File: config.mk
export PLATFORM = sky130hd
export DESIGN_NAME = ct_merge_arb_flat
export DESIGN_NICKNAME = d
export VERILOG_FILES = /design/src/rtl/ct_merge_arb_if.sv /design/src/rtl/ct_merge_arb.sv /design/src/flat_wrapper.sv
export SDC_FILE = /design/constraint.sdc
export NUM_CORES = 1
export LEC_CHECK = 0
export BUFFER_PORTS_ARGS = -buffer_cell sky130_fd_sc_hd__buf_2
export CAP_MARGIN = 0
export CORE_UTILIZATION = 47
export DETAILED_ROUTE_END_ITERATION = 16
export HOLD_SLACK_MARGIN = 0.08
export PLACE_DENSITY = 0.92
export SETUP_SLACK_MARGIN = 0.05
export SLEW_MARGIN = 20
export SYNTH_ARGS = -nofsm -noshare
export SYNTH_HDL_FRONTEND = slang
export SYNTH_SLANG_ARGS = --single-unit
File: constraint.sdc
create_clock -name clk -period 2.4 [get_ports clk]
set_input_delay 0.48 -clock clk [delete_from_list [all_inputs] [get_ports clk]]
set_output_delay 0.48 -clock clk [all_outputs]
set_load 0.02 [all_outputs]
File: src/rtl/ct_merge_arb_if.sv
// Streaming merge link bundle: NI input streams in, one registered stream out.
// Signal names are seen from the merge node's side (slave modport).
interface ct_merge_arb_if #(
   parameter int NI = 2,
   parameter int WO = 8
);
   logic [NI*WO-1:0] i_data;
   logic [NI-1:0]    i_valid;
   logic [NI-1:0]    o_ready;
   logic [WO-1:0]    o_data;
   logic             o_valid;
   logic             i_ready;

   modport slave  (input  i_data, i_valid, i_ready, output o_ready, o_data, o_valid);
   modport master (output i_data, i_valid, i_ready, input  o_ready, o_data, o_valid);
endinterface

File: src/rtl/ct_merge_arb.sv
// Packet-aware round-robin merge: one input owns the output link from its first
// beat through its EOP beat; accepted beats land in a single output register.
module ct_merge_arb #(
   parameter int NI      = 2,
   parameter int WO      = 8,
   parameter int EOP_LOC = 0
) (
   input  logic          clk,
   input  logic          reset,
   ct_merge_arb_if.slave bus
);
   localparam int LW = (NI > 1) ? $clog2(NI) : 1;

   typedef enum logic {IDLE, LOCKED} state_t;

   state_t                 state, state_nxt;
   logic [LW-1:0]          last, last_nxt, grant, grant_nxt;
   logic [LW-1:0]          win, idx, sel;
   logic                   found, can_load, xfer, eop;
   logic [NI-1:0][WO-1:0]  lane_data;
   logic [WO-1:0]          beat;
   logic [NI-1:0]          ready;

   assign lane_data = bus.i_data;
   assign can_load  = !bus.o_valid || bus.i_ready;

   // Rotating-priority search starting just after the last served input.
   always_comb begin
      win   = '0;
      idx   = '0;
      found = 1'b0;
      for (int j = 1; j <= NI; j++) begin
         idx = LW'((int'(last) + j) % NI);
         if (!found && bus.i_valid[idx]) begin
            win   = idx;
            found = 1'b1;
         end
      end
   end

   assign sel  = (state == LOCKED) ? grant : win;
   assign beat = lane_data[sel];
   assign eop  = beat[EOP_LOC];

   always_comb begin
      state_nxt = state;
      last_nxt  = last;
      grant_nxt = grant;
      ready     = '0;
      xfer      = 1'b0;
      unique case (state)
         IDLE: begin
            if (can_load && found) begin
               ready[win] = 1'b1;
               xfer       = 1'b1;
               if (eop) begin
                  last_nxt = win;
               end else begin
                  state_nxt = LOCKED;
                  grant_nxt = win;
               end
            end
         end
         LOCKED: begin
            // Grant is held across bubbles; nobody else is served until EOP.
            ready[grant] = can_load;
            xfer         = can_load && bus.i_valid[grant];
            if (xfer && eop) begin
               state_nxt = IDLE;
               last_nxt  = grant;
            end
         end
         default: ;
      endcase
   end

   assign bus.o_ready = reset ? ready : '0;

   always_ff @(posedge clk or negedge reset) begin
      if (!reset) begin
         state <= IDLE;
         last  <= LW'(NI - 1);
         grant <= '0;
      end else begin
         state <= state_nxt;
         last  <= last_nxt;
         grant <= grant_nxt;
      end
   end

   // Output stage: o_data keeps its value on a load without a beat.
   always_ff @(posedge clk or negedge reset) begin
      if (!reset) begin
         bus.o_valid <= 1'b0;
         bus.o_data  <= '0;
      end else if (can_load) begin
         bus.o_valid <= xfer;
         if (xfer) bus.o_data <= beat;
      end
   end
endmodule

File: src/flat_wrapper.sv
// flat-port wrapper written by rule: the top's interface ports become plain ports
module ct_merge_arb_flat 
#(
   parameter int NI      = 2,
   parameter int WO      = 8,
   parameter int EOP_LOC = 0
)
  (clk, reset, bus_i_data, bus_i_valid, bus_i_ready, bus_o_ready, bus_o_data, bus_o_valid);
  ct_merge_arb_if #(.NI(NI), .WO(WO)) bus_i ();
  input  logic clk;
  input  logic reset;
  input wire logic [$bits(bus_i.i_data)-1:0] bus_i_data;
  input wire logic [$bits(bus_i.i_valid)-1:0] bus_i_valid;
  input wire logic [$bits(bus_i.i_ready)-1:0] bus_i_ready;
  output wire logic [$bits(bus_i.o_ready)-1:0] bus_o_ready;
  output wire logic [$bits(bus_i.o_data)-1:0] bus_o_data;
  output wire logic [$bits(bus_i.o_valid)-1:0] bus_o_valid;
  assign bus_i.i_data = bus_i_data;
  assign bus_i.i_valid = bus_i_valid;
  assign bus_i.i_ready = bus_i_ready;
  assign bus_o_ready = bus_i.o_ready;
  assign bus_o_data = bus_i.o_data;
  assign bus_o_valid = bus_i.o_valid;
  ct_merge_arb #(.NI(NI), .WO(WO), .EOP_LOC(EOP_LOC)) u_core (.clk(clk), .reset(reset), .bus(bus_i));
endmodule
Yosys cells after proc, flatten, opt, wreduce, memory -nomap -nowiden

Cells that the tools add are included.

Memories kept: 0
Bits in latches: 0
Word-level logic and storage cells: 62
Input port bits: 21
Bits in registers: 12
Output and inout bits: 11
Bits in writable memories: 0
Memory bits (read-only): 0

$mul: 0
Equality and inequality tests: 3
Order comparisons: 7
Div/mod/pow operators: 0
Shifts and indexed selects: 0
Reduce and logical (&&, ||, !) cells: 12
Add/sub/neg operators: 2
Multiplexer cells: 30
Bitwise gates (word level): 3

Operator list:

| kind                                                       | number |
|---|---|
| 2-to-1 mux 1 bit                                           | 20 |
| 2-to-1 mux 8 bit                                           | 2 |
| less-than comparator 1 x 2 -> 1 bit, second input constant | 5 |
| logical AND 1 bit                                          | 6 |
| case mux 1 bit (2 select lines)                            | 3 |
| AND reduction 3 bit                                        | 2 |
| 2-to-1 mux 2 bit                                           | 2 |
| inequality test 2 x 1 -> 1 bit, second input constant      | 2 |
| case mux 2 bit (2 select lines)                            | 1 |
| adder 1 bit, second input constant                         | 2 |
| bitwise AND 2 bit                                          | 1 |
| demux 1 bit (select 1 bit)                                 | 2 |
| >= comparator 1 bit, second input constant                 | 2 |
| logical NOT 1 bit                                          | 2 |
| inequality test 2 bit, second input constant               | 1 |
| inverter 1 bit                                             | 2 |
| AND reduction 2 bit                                        | 1 |
| logical OR 1 bit                                           | 1 |

Logic depth before layout (Yosys ltp)

Gate-level depths: netlist (run 1).

Word-level depth: 14
Gate-level depth with buffers: 5
Depth with buffers taken out: 4

Least setup slack after synthesis (run 1)

No wires, ideal clock.

Path type: input-to-output
From: input port bus_i_valid[1]
To: output port bus_o_ready[1]
Buffers on the path: 1
Required time: 1920 ps
Data arrival time: 1155 ps
Setup slack: 765 ps
Stages on the path: 4
Path through: nor2b_1 a22oi_2 buf_6 nor2_1

Word-level cells in the longest chain between the ends: 13
Elaborated cells on any way between the ends: 19
Those cells by class: 2 x order compare; 13 x mux; 4 x reduce/logical

RTL lines:

| what                                                                                                    | RTL line           | source |
|---|---|---|
| start, declared                                                                                         | flat_wrapper.sv:13 | `input wire logic [$bits(bus_i.i_valid)-1:0] bus_i_valid;` |
| 2-to-1 mux 1 bit (implied by the code) (2 in a row)                                                     | ct_merge_arb.sv:34 | `if (!found && bus.i_valid[idx]) begin` |
| 2-to-1 mux 1 bit                                                                                        | ct_merge_arb.sv:34 |  |
| logical NOT 1 bit                                                                                       | ct_merge_arb.sv:34 |  |
| logical AND 1 bit                                                                                       | ct_merge_arb.sv:34 |  |
| 2-to-1 mux 1 bit                                                                                        | ct_merge_arb.sv:34 |  |
| less-than comparator 1 x 2 -> 1 bit (implied by the code) / >= comparator 1 bit (equally long branches) | ct_merge_arb.sv:54 | `ready[win] = 1'b1;` |
| logical AND 1 bit (implied by the code)                                                                 | ct_merge_arb.sv:54 |  |
| 2-to-1 mux 1 bit (implied by the code)                                                                  | ct_merge_arb.sv:54 |  |
| demux 1 bit (select 1 bit)                                                                              | --                 |  |
| 2-to-1 mux 2 bit *                                                                                      | ct_merge_arb.sv:53 | `if (can_load && found) begin` |
| case mux 2 bit (2 select lines) *                                                                       | ct_merge_arb.sv:51 | `unique case (state)` |
| 2-to-1 mux 2 bit *                                                                                      | ct_merge_arb.sv:77 | `assign bus.o_ready = reset ? ready : '0;` |
| end, declared                                                                                           | flat_wrapper.sv:15 | `output wire logic [$bits(bus_i.o_ready)-1:0] bus_o_ready;` |

Mark *: on every way between the ends. The rest lies on a longest branch, timed or not. The select of a mux whose other input is x is not followed.

Worst setup path in the final report (run 1)

From: register u_core.last
To: output port bus_o_ready[1]

Word-level cells in the longest chain between the ends: 14
Elaborated cells on any way between the ends: 21
Those cells by class: 2 x add/sub; 2 x order compare; 13 x mux; 4 x reduce/logical

RTL lines:

| what                                                                                                    | RTL line           | source |
|---|---|---|
| start, declared                                                                                         | ct_merge_arb.sv:17 | `logic [LW-1:0] last, last_nxt, grant, grant_nxt;` |
| start signal, assigned                                                                                  | ct_merge_arb.sv:82 | `last <= LW'(NI - 1);` |
| start signal, assigned                                                                                  | ct_merge_arb.sv:86 | `last <= last_nxt;` |
| adder 1 bit                                                                                             | ct_merge_arb.sv:33 | `idx = LW'((int'(last) + j) % NI);` |
| 2-to-1 mux 1 bit (implied by the code) (2 in a row)                                                     | ct_merge_arb.sv:34 |  |
| 2-to-1 mux 1 bit                                                                                        | ct_merge_arb.sv:34 |  |
| logical NOT 1 bit                                                                                       | ct_merge_arb.sv:34 |  |
| logical AND 1 bit                                                                                       | ct_merge_arb.sv:34 |  |
| 2-to-1 mux 1 bit                                                                                        | ct_merge_arb.sv:34 |  |
| less-than comparator 1 x 2 -> 1 bit (implied by the code) / >= comparator 1 bit (equally long branches) | ct_merge_arb.sv:54 |  |
| logical AND 1 bit (implied by the code)                                                                 | ct_merge_arb.sv:54 |  |
| 2-to-1 mux 1 bit (implied by the code)                                                                  | ct_merge_arb.sv:54 |  |
| demux 1 bit (select 1 bit)                                                                              | --                 |  |
| 2-to-1 mux 2 bit *                                                                                      | ct_merge_arb.sv:53 |  |
| case mux 2 bit (2 select lines) *                                                                       | ct_merge_arb.sv:51 |  |
| 2-to-1 mux 2 bit *                                                                                      | ct_merge_arb.sv:77 |  |

Marked as above.

==> results_dict.tcl, run 1 <==
set metrics [dict create \
    rsz0062_at_grt "false" \
    clock_power_share_pct 11.8 \
    num_rows 13 \
    ys_warn_count 0 \
    final_max_slew_viol_count 0 \
    required_ns 1.92 \
    max-slew-margin-rel_pct 69.33 \
    routedWlPerCell_um 11.48 \
    status "completed" \
    synthCells 66 \
    yosysSeqAreaShare_pct 45.73 \
    ant_nets 0 \
    worst_setup_path_start_kind "register" \
    syn-cell-area_um2 659.4 \
    gp_congestion 0.6617 \
    switching_share_pct 42.92 \
    hpwlAfterDp_um 1077 \
    ir_drop_mv 0.6170 \
    fin_crit_sh_pct 80.63 \
    vias_per_cell 5.155 \
    root_buffer "clkbuf_4" \
    p_per_area_mw_per_mm2 1256 \
    maxCapViolCount 0 \
    cpLargestDelayFamily "flip-flops" \
    synth_seq_cells 12 \
    drive_above_1_share_pct 40.59 \
    cts_setup_buffers 0 \
    initial_core_util_pct 50.67 \
    hold_class "in2async" \
    die-height_um 39.46 \
    overflow 0 \
    drtPass1Iterations 4 \
    end_kind "primary output" \
    grt_pass1_vias 482 \
    diodes 0 \
    ctsHoldBuffers 0 \
    cts_htree_levels 1 \
    path_buf_inv 1 \
    grt_pass1_wl_um 1980 \
    num_io_pins 32 \
    fin_nets 123 \
    pwr-share-seq_pct 34.1 \
    first_iter_violations 14 \
    fp.coreArea_mm2 0.001301 \
    tns_ns 0 \
    port_buffers 31 \
    die_x_um 39.46 \
    max_freq_mhz 516.8 \
    cts_sinks 12 \
    power_switching_mw 0.4615 \
    mostFrequentLayoutCell "buf_2" \
    setup_viol 0 \
    drc 0 \
    area_growth_pct 29.79 \
    vias 598 \
    cts_made_buffers 3 \
    worst_pin_slew_ns 0.4601 \
    cellLeakagePower_nw 0.4352 \
    crit_chain "nand2_1 > a22oi_2 > nor2_1 > buf_2" \
    clkLatencyLatePin_ns 0.26 \
    cts_tree "yes" \
    grt_start_max_net_pins 14 \
    skew_ns 0.007780 \
    fin_util_pct 65.77 \
    fin_crit_ns 1.935 \
    finalHoldViolations 0 \
    syn_area_per_cell_um2 9.991 \
    p_comb_share_pct 54.1 \
    die_area_mm2 0.001557 \
    antenna_found_initial 0 \
    internal_power_mw 0.6137 \
    crit_type "reg2out" \
    wl_um 1332 \
    grt_usage_pct 19.49 \
    clk_path_buf_depth 2 \
    final_cell_mix "31 x buf_2, 12 x nand2_1, 11 x dfrtp_1" \
    arrival_ns 1.46 \
    slowest_stage "dfstp_2" \
    cts_resized 0 \
    max_stage_delay_ns 0.55 \
    path_max_fanout 6 \
    yosysUniqueCellTypes 26 \
    synth_nets 87 \
    path_clk_slew_ns 0.08 \
]
==> cell usage after synthesis (all sizes together) <==
library cell	count	area [µm²]
nor2	1	3.750
o22ai	1	6.260
o31a	1	8.760
a21boi	2	15.02
nor3	1	5.000
buf	2	18.77
nand2b	3	18.77
inv	2	7.510
a22oi	1	12.51
nor3b	1	7.510
dfrtp	11	275.3
mux2i	8	80.08
o21ai	9	45.04
a211o	1	8.760
mux2	2	22.52
nand2	12	45.04
a21oi	1	5.000
dfstp	1	26.28
nand3b	1	7.510
a22o	1	8.760
nor2b	1	6.260
nand3	2	10.01
o221ai	1	15.01
==> state kept, by name (all words and copies together), names as in the netlist <==
| name | count |
|---|---|
| u_core.grant | 1 |
| u_core.last | 1 |
| u_core.bus.o_valid | 1 |
| u_core.state | 1 |
| u_core.bus.o_data | 8 |
==> worst paths after layout <==
| check | cells after the start | slack, ns | to | startpoint |
|---|---|---|---|---|
| worst min register to register | 2 | 0.48 | u_core.bus.o_data[6] | u_core.bus.o_data[6] |
| min in group clk | 2 | 0.48 | u_core.bus.o_data[6] | u_core.bus.o_data[6] |
| worst min-delay path | 1 | 0.08 | u_core.bus.o_data[0] | reset |
| worst max register to register | 4 | 0.74 | u_core.state | u_core.last |
| worst max-delay path | 4 | 0.46 | bus_o_ready[1] | u_core.last |
| max in group asynchronous | 1 | 2.03 | u_core.last | reset |
==> cell type report <==
cell class,instances,area [µm²]
clock buffer,4,26.28
fill,113,445.4
inverter,2,7.507
multi-input combinational,50,331.6
sequential,12,301.5
tap,15,18.77
timing repair buffer,33,170.2
==> layer usage <==
layer,global-route usage (%),routed length (µm),up-vias
met5,0,0,-
met4,10.34,8,0
met3,2.273,71,2
met2,31.97,637,23
met1,24.73,613,265
li1,-,-,308
==> power by group through the flow <==
stage	registers, mW	logic (mW)	clock network [mW]
6_report	0.367	0.582	0.127
5_1_grt	0.381	0.636	0.143
4_1_cts	0.368	0.588	0.129
3_5_place_dp	0.371	0.588	0
3_3_place_gp	0.365	0.568	0
2_1_floorplan	0.454	0.348	0
==> kinds of logic after synthesis <==
group,share of synthesized area [%]
DFF,45.73
buffers and inverters,3.986
and+or+nand+nor,15.75
muxes,15.56
AOI/OAI and AO/OA,18.98
==> stage by stage <==
stage	total power [mW]	std cells	hold WS (ns)	area [µm²]	setup slack [ns]
3_5_place_dp	0.9589	112	0.3815	829.5	0.5825
6_report	1.075	116	0.08271	855.8	0.4648
3_3_place_gp	0.9334	112	0.3731	829.5	0.6016
4_1_cts	1.085	116	0.08615	855.8	0.4722
2_1_floorplan	0.8014	66	0.1844	659.4	0.7647
5_1_grt	1.160	116	0.08484	855.8	0.3893
No activity file was read; power rests on OpenSTA's default activity.
==> run 2, diff against run 1 <==
--- a/config.mk
+++ b/config.mk
@@ -7,10 +7,10 @@
 export LEC_CHECK = 0
 export BUFFER_PORTS_ARGS = -buffer_cell sky130_fd_sc_hd__buf_2
 export CAP_MARGIN = 0
-export CORE_UTILIZATION = 47
+export CORE_UTILIZATION = 43
 export DETAILED_ROUTE_END_ITERATION = 16
 export HOLD_SLACK_MARGIN = 0.08
-export PLACE_DENSITY = 0.92
+export PLACE_DENSITY = 0.86
 export SETUP_SLACK_MARGIN = 0.05
 export SLEW_MARGIN = 20
 export SYNTH_ARGS = -nofsm -noshare
==> constraint.sdc (replaced) <==
create_clock -name clk -period 2 [get_ports clk]
set_input_delay 0.4 -clock clk [delete_from_list [all_inputs] [get_ports clk]]
set_output_delay 0.4 -clock clk [all_outputs]
set_load 0.02 [all_outputs]
==> run 2 against run 1 <==
Against the previous run: clock power is 18% higher; cell area grew 2.0%; worst hold slack improved by 0.33 ns; die area increased by 8.8%; register-to-register slack worse by 0.30 ns; count of clock-buffer cells in the layout stayed put.
==> results_dict.tcl, run 2 (synthesis gave the netlist of run 1 again) <==
set metrics [dict create \
    status "completed" \
    drive_above_1_share_pct 40.78 \
    cts_made_buffers 3 \
    holdWs_ns 0.4093 \
    ant_nets 0 \
    max-slew-margin-rel_pct 68.47 \
    final_cell_mix "31 x buf_2, 12 x nand2_1, 11 x dfrtp_1" \
    initial_core_util_pct 48.26 \
    hpwlAfterDp_um 1184 \
    finalHoldViolations 0 \
    power_switching_mw 0.5551 \
    r2r-end "u_core.bus.o_data[0]" \
    grt_usage_pct 19.00 \
    setup_viol 0 \
    path_clk_slew_ns 0.07 \
    maxCapViolCount 0 \
    vias 618 \
    fin_crit_ns 1.806 \
    tns_ns 0 \
    skew_ns 0.005489 \
    cellLeakagePower_nw 0.4441 \
    fp.coreArea_mm2 0.001366 \
    clk_path_buf_depth 2 \
    port_buffers 31 \
    drtPass1Iterations 3 \
    grt_start_max_net_pins 13 \
    fin_nets 125 \
    routedWlPerCell_um 11.90 \
    wl_um 1404 \
    fin_ws_ns 0.1935 \
    p_comb_share_pct 54.3 \
    min_path_cells 3 \
    grt_pass1_wl_um 2125 \
    top_register "u_core.bus.o_data" \
    placed_cells 113 \
    crit_type "in2out" \
    die-height_um 41.16 \
    largest_reg_flops 8 \
    arrival_ns 1.41 \
    min_to "u_core.bus.o_data[7]" \
    mostFrequentLayoutCell "buf_2" \
    die_area_mm2 0.001694 \
    pwr-share-seq_pct 34.2 \
    slowest_stage "dlygate4sd3_1" \
    clock_power_share_pct 11.6 \
    stdcell_count 118 \
    antenna_found_initial 0 \
    final_max_slew_viol_count 0 \
    rrSetupSlack_ns 0.44 \
    cts_htree_levels 1 \
    internal_power_mw 0.7393 \
    worst_setup_path_start_kind "input pin" \
    grt_pass1_vias 571 \
    ctsHoldBuffers 1 \
    max_freq_mhz 553.6 \
    worst_pin_slew_ns 0.4730 \
    diodes 0 \
    overflow 0 \
    num_rows 13 \
    clkLatencyLatePin_ns 0.26 \
    p_per_area_mw_per_mm2 1482 \
    crit_chain "dlygate4sd3_1 > buf_2 > nand2_1 > a21oi_1 > buf_2" \
    ir_drop_mv 0.8244 \
    max_stage_delay_ns 0.52 \
    rr_startpoint "u_core.last" \
    drc 0 \
    cts_setup_buffers 0 \
    path_max_fanout 2 \
    rsz0062_at_grt "false" \
    cts_sinks 12 \
    root_buffer "clkbuf_4" \
    fin_crit_sh_pct 90.32 \
    reg2reg_depth 5 \
    dpl_worst_slack_ns 0.3362 \
    cts_resized 0 \
    hold_class "in2reg" \
    num_io_pins 32 \
    end_kind "primary output" \
    first_iter_violations 5 \
    crit_top_cell "buf_2" \
    die_x_um 41.16 \
    cts_tree "yes" \
    gp_congestion 0.7462 \
    required_ns 1.60 \
    vias_per_cell 5.237 \
    switching_share_pct 42.88 \
    area_growth_pct 32.45 \
    min_from "bus_i_data[15]" \
]
-- run 2: cell types whose count changed in the layout (fill, tap and decap cells not counted), sizes merged --
cell / delta
buf: +1
dlygate4sd3: +1
-- run 2: metrics by stage --
stage          util [%]  area (µm²)  power (mW)
4_1_cts           63.92       873.3       1.314
2_1_floorplan         -       659.4      0.9617
5_1_grt           63.92       873.3       1.396
3_3_place_gp      61.26       837.1       1.130
3_5_place_dp      61.26       837.1       1.160
6_report          63.92       873.3       1.294
-- run 2: area by class of cell --
type / count / area, µm²
Fill cell: 130 / 493.0
Multi-Input combinational cell: 50 / 331.6
Sequential cell: 12 / 301.5
Timing Repair Buffer: 35 / 187.7
Clock buffer: 4 / 26.28
Tap cell: 15 / 18.77
Inverter: 2 / 7.507
-- run 2: worst max path at each step --
stage	depth (start not counted)	start	end
after floorplan	4	u_core.state	bus_o_ready[1]
after global placement	6	bus_i_valid[1]	u_core.bus.o_data[0]
after detailed placement	6	bus_i_valid[1]	u_core.bus.o_data[0]
after CTS	5	reset	bus_o_ready[0]
after global routing	5	reset	bus_o_ready[0]
final	5	reset	bus_o_ready[0]
-- run 2: layer usage --
layer  vias up  part of all wire [%]  global-route usage [%]
li1        311                     -                       -
met1       284                    42                   19.93
met2        23                    52                   36.72
met3         0                   5.1                   3.261
met4         0                     0                   7.258
met5         -                     0                       0
-- run 2: power by group through the flow --
| stage | combinational (mW) | clock (mW) | sequential (mW) |
|---|---|---|---|
| 2_1_floorplan | 0.417 | 0 | 0.545 |
| 3_3_place_gp | 0.687 | 0 | 0.443 |
| 3_5_place_dp | 0.713 | 0 | 0.447 |
| 4_1_cts | 0.715 | 0.155 | 0.444 |
| 5_1_grt | 0.770 | 0.171 | 0.455 |
| 6_report | 0.702 | 0.150 | 0.442 |
-- run 2: worst max-delay path: cells and delay by family --
family | cells | cell delay, ns
buffers and inverters | 3 | 0.80
AND/OR/NAND/NOR | 1 | 0.07
AO/OA/AOI/OAI | 1 | 0.12
==> run 3, diff against run 2 <==
--- a/config.mk
+++ b/config.mk
@@ -7,10 +7,10 @@
 export LEC_CHECK = 0
 export BUFFER_PORTS_ARGS = -buffer_cell sky130_fd_sc_hd__buf_2
 export CAP_MARGIN = 0
-export CORE_UTILIZATION = 43
+export CORE_UTILIZATION = 39
 export DETAILED_ROUTE_END_ITERATION = 16
 export HOLD_SLACK_MARGIN = 0.08
-export PLACE_DENSITY = 0.86
+export PLACE_DENSITY = 0.83
 export SETUP_SLACK_MARGIN = 0.05
 export SLEW_MARGIN = 20
 export SYNTH_ARGS = -nofsm -noshare
==> constraint.sdc (replaced) <==
create_clock -name clk -period 1.5 [get_ports clk]
set_input_delay 0.3 -clock clk [delete_from_list [all_inputs] [get_ports clk]]
set_output_delay 0.3 -clock clk [all_outputs]
set_load 0.02 [all_outputs]
==> run 3 against run 2 <==
Against the previous run: the run now ends with setup timing left; wire length increased by 10%; combinational power is 91% higher; clock power grew 38%; cell area up 16%; critical path type is now reg2out.
==> results_dict.tcl, run 3 (synthesis gave the netlist of run 1 again) <==
set metrics [dict create \
    die_area_mm2 0.001859 \
    tns_ns -0.3278 \
    overflow 0 \
    crit_chain "buf_6 > nand2b_1 > nand3b_1 > a21oi_2 > buf_4" \
    cts_tree "yes" \
    hold_class "in2reg" \
    routedWlPerCell_um 12.19 \
    max_freq_mhz 606.9 \
    path_max_fanout 2 \
    clk_path_buf_depth 2 \
    dpl_worst_slack_ns -0.008729 \
    die_x_um 43.12 \
    root_buffer "clkbuf_4" \
    crit_type "reg2out" \
    cts_made_buffers 3 \
    cts_sinks 12 \
    grt_start_max_net_pins 13 \
    fp.coreArea_mm2 0.001541 \
    gp_congestion 0.8353 \
    area_growth_pct 53.51 \
    end_kind "primary output" \
    vias 666 \
    failed_checks "setup timing" \
    ir_drop_mv 1.024 \
    worst_setup_path_start_kind "register" \
    fin_ws_ns -0.1476 \
    num_rows 14 \
    drive_above_1_share_pct 49.55 \
    cts_htree_levels 1 \
    fin_nets 133 \
    antenna_found_initial 0 \
    arrival_ns 1.35 \
    grt_usage_pct 19.07 \
    final_cell_mix "29 x buf_2, 11 x nand2_1, 11 x dfrtp_1" \
    hpwlAfterDp_um 1126 \
    finalHoldViolations 0 \
    mostFrequentLayoutCell "buf_2" \
    fin_crit_sh_pct 109.8 \
    num_io_pins 32 \
    top_register "u_core.bus.o_data" \
    first_iter_violations 10 \
    rsz0062_at_grt "true" \
    path_clk_slew_ns 0.07 \
    largest_reg_flops 8 \
    drtPass1Iterations 4 \
    grt_pass1_vias 633 \
    maxCapViolCount 0 \
    max_stage_delay_ns 0.55 \
    grt_pass1_wl_um 2642 \
    diodes 0 \
    port_buffers 31 \
    vias_per_cell 5.244 \
    initial_core_util_pct 42.78 \
    ant_nets 0 \
    die-height_um 43.12 \
    power_mw 2.129 \
    skew_ns 0.001901 \
    cellLeakagePower_nw 0.5076 \
    max-slew-margin-rel_pct 77.27 \
    wl_um 1548 \
    drc 0 \
    final_max_slew_viol_count 0 \
    slowest_stage "dfstp_2" \
    required_ns 1.20 \
    status "finished, violations left" \
    p_per_area_mw_per_mm2 2104 \
    setup_viol 3 \
    fin_crit_ns 1.648 \
    holdWs_ns 0.2938 \
    worst_pin_slew_ns 0.3374 \
    clkLatencyLatePin_ns 0.27 \
]
## run 3: changes by cell type in the layout (fill, tap and decap cells not counted), sizes merged
cell | previous run | this run
buf | 34 | 42
## run 3: area by class of cell
class / instances / area [µm²]
fill: 128 / 529.3
multi-input combinational: 50 / 365.4
sequential: 12 / 301.5
timing repair buffer: 43 / 291.5
clock buffer: 4 / 26.28
tap: 16 / 20.02
inverter: 2 / 7.507
## run 3: what timing repair did
action,4_1_cts,5_1_grt
endpoints found under the setup margin,12,12
buffers inserted,2,0
hold buffers,1,0
hold endpoints to repair,11,0
gates resized for setup,9,6
gates cloned,1,0
pin swaps,4,6
## run 3: routing by layer
metal / part of all wire [%] / vias to the layer above / global-route usage [%] / wire length, µm
li1: - / 326 / - / -
met1: 45 / 309 / 22.25 / 701
met2: 47 / 29 / 31.34 / 731
met3: 6.6 / 2 / 4.681 / 102
met4: 0.78 / 0 / 10.91 / 12
met5: 0 / - / 0 / 0
## run 3: power by group
| part | switching (mW) | total (mW) | leakage [nW] | internal, mW |
|---|---|---|---|---|
| sequential | 0.101 | 0.581 | 0.141 | 0.480 |
| clock | 0.104 | 0.207 | 0.0150 | 0.103 |
| combinational | 0.648 | 1.34 | 0.352 | 0.693 |
| total | 0.853 | 2.13 | 0.508 | 1.28 |
## run 3: final timing paths
check                                     start                   end  slack (ns)  cells after the start
min                               bus_i_data[9]  u_core.bus.o_data[1]        0.29                      3
min reg2reg                u_core.bus.o_data[0]  u_core.bus.o_data[0]        0.49                      2
max                                 u_core.last        bus_o_ready[0]       -0.15                      5
max reg2reg                         u_core.last          u_core.state       -0.08                      5
min in group asynchronous                 reset          u_core.state        0.50                      3
max in group asynchronous                 reset           u_core.last        0.77                      3
## run 3: worst max-delay path, delay by kind of cell, from the launching register on
family	cells	cell delay, ns
DFF	1	0.55
buffers and inverters	2	0.23
and+or+nand+nor	2	0.17
AOI/OAI and AO/OA	1	0.12
## run 3: stage by stage
step | utilization [%] | cell area, µm² | instances
after floorplan | - | 665.6 | 66
after global placement | 57.22 | 882.1 | 119
after detailed placement | 57.22 | 882.1 | 119
after CTS | 64.85 | 999.7 | 127
after global routing | 65.67 | 1012 | 127
final | 65.67 | 1012 | 127
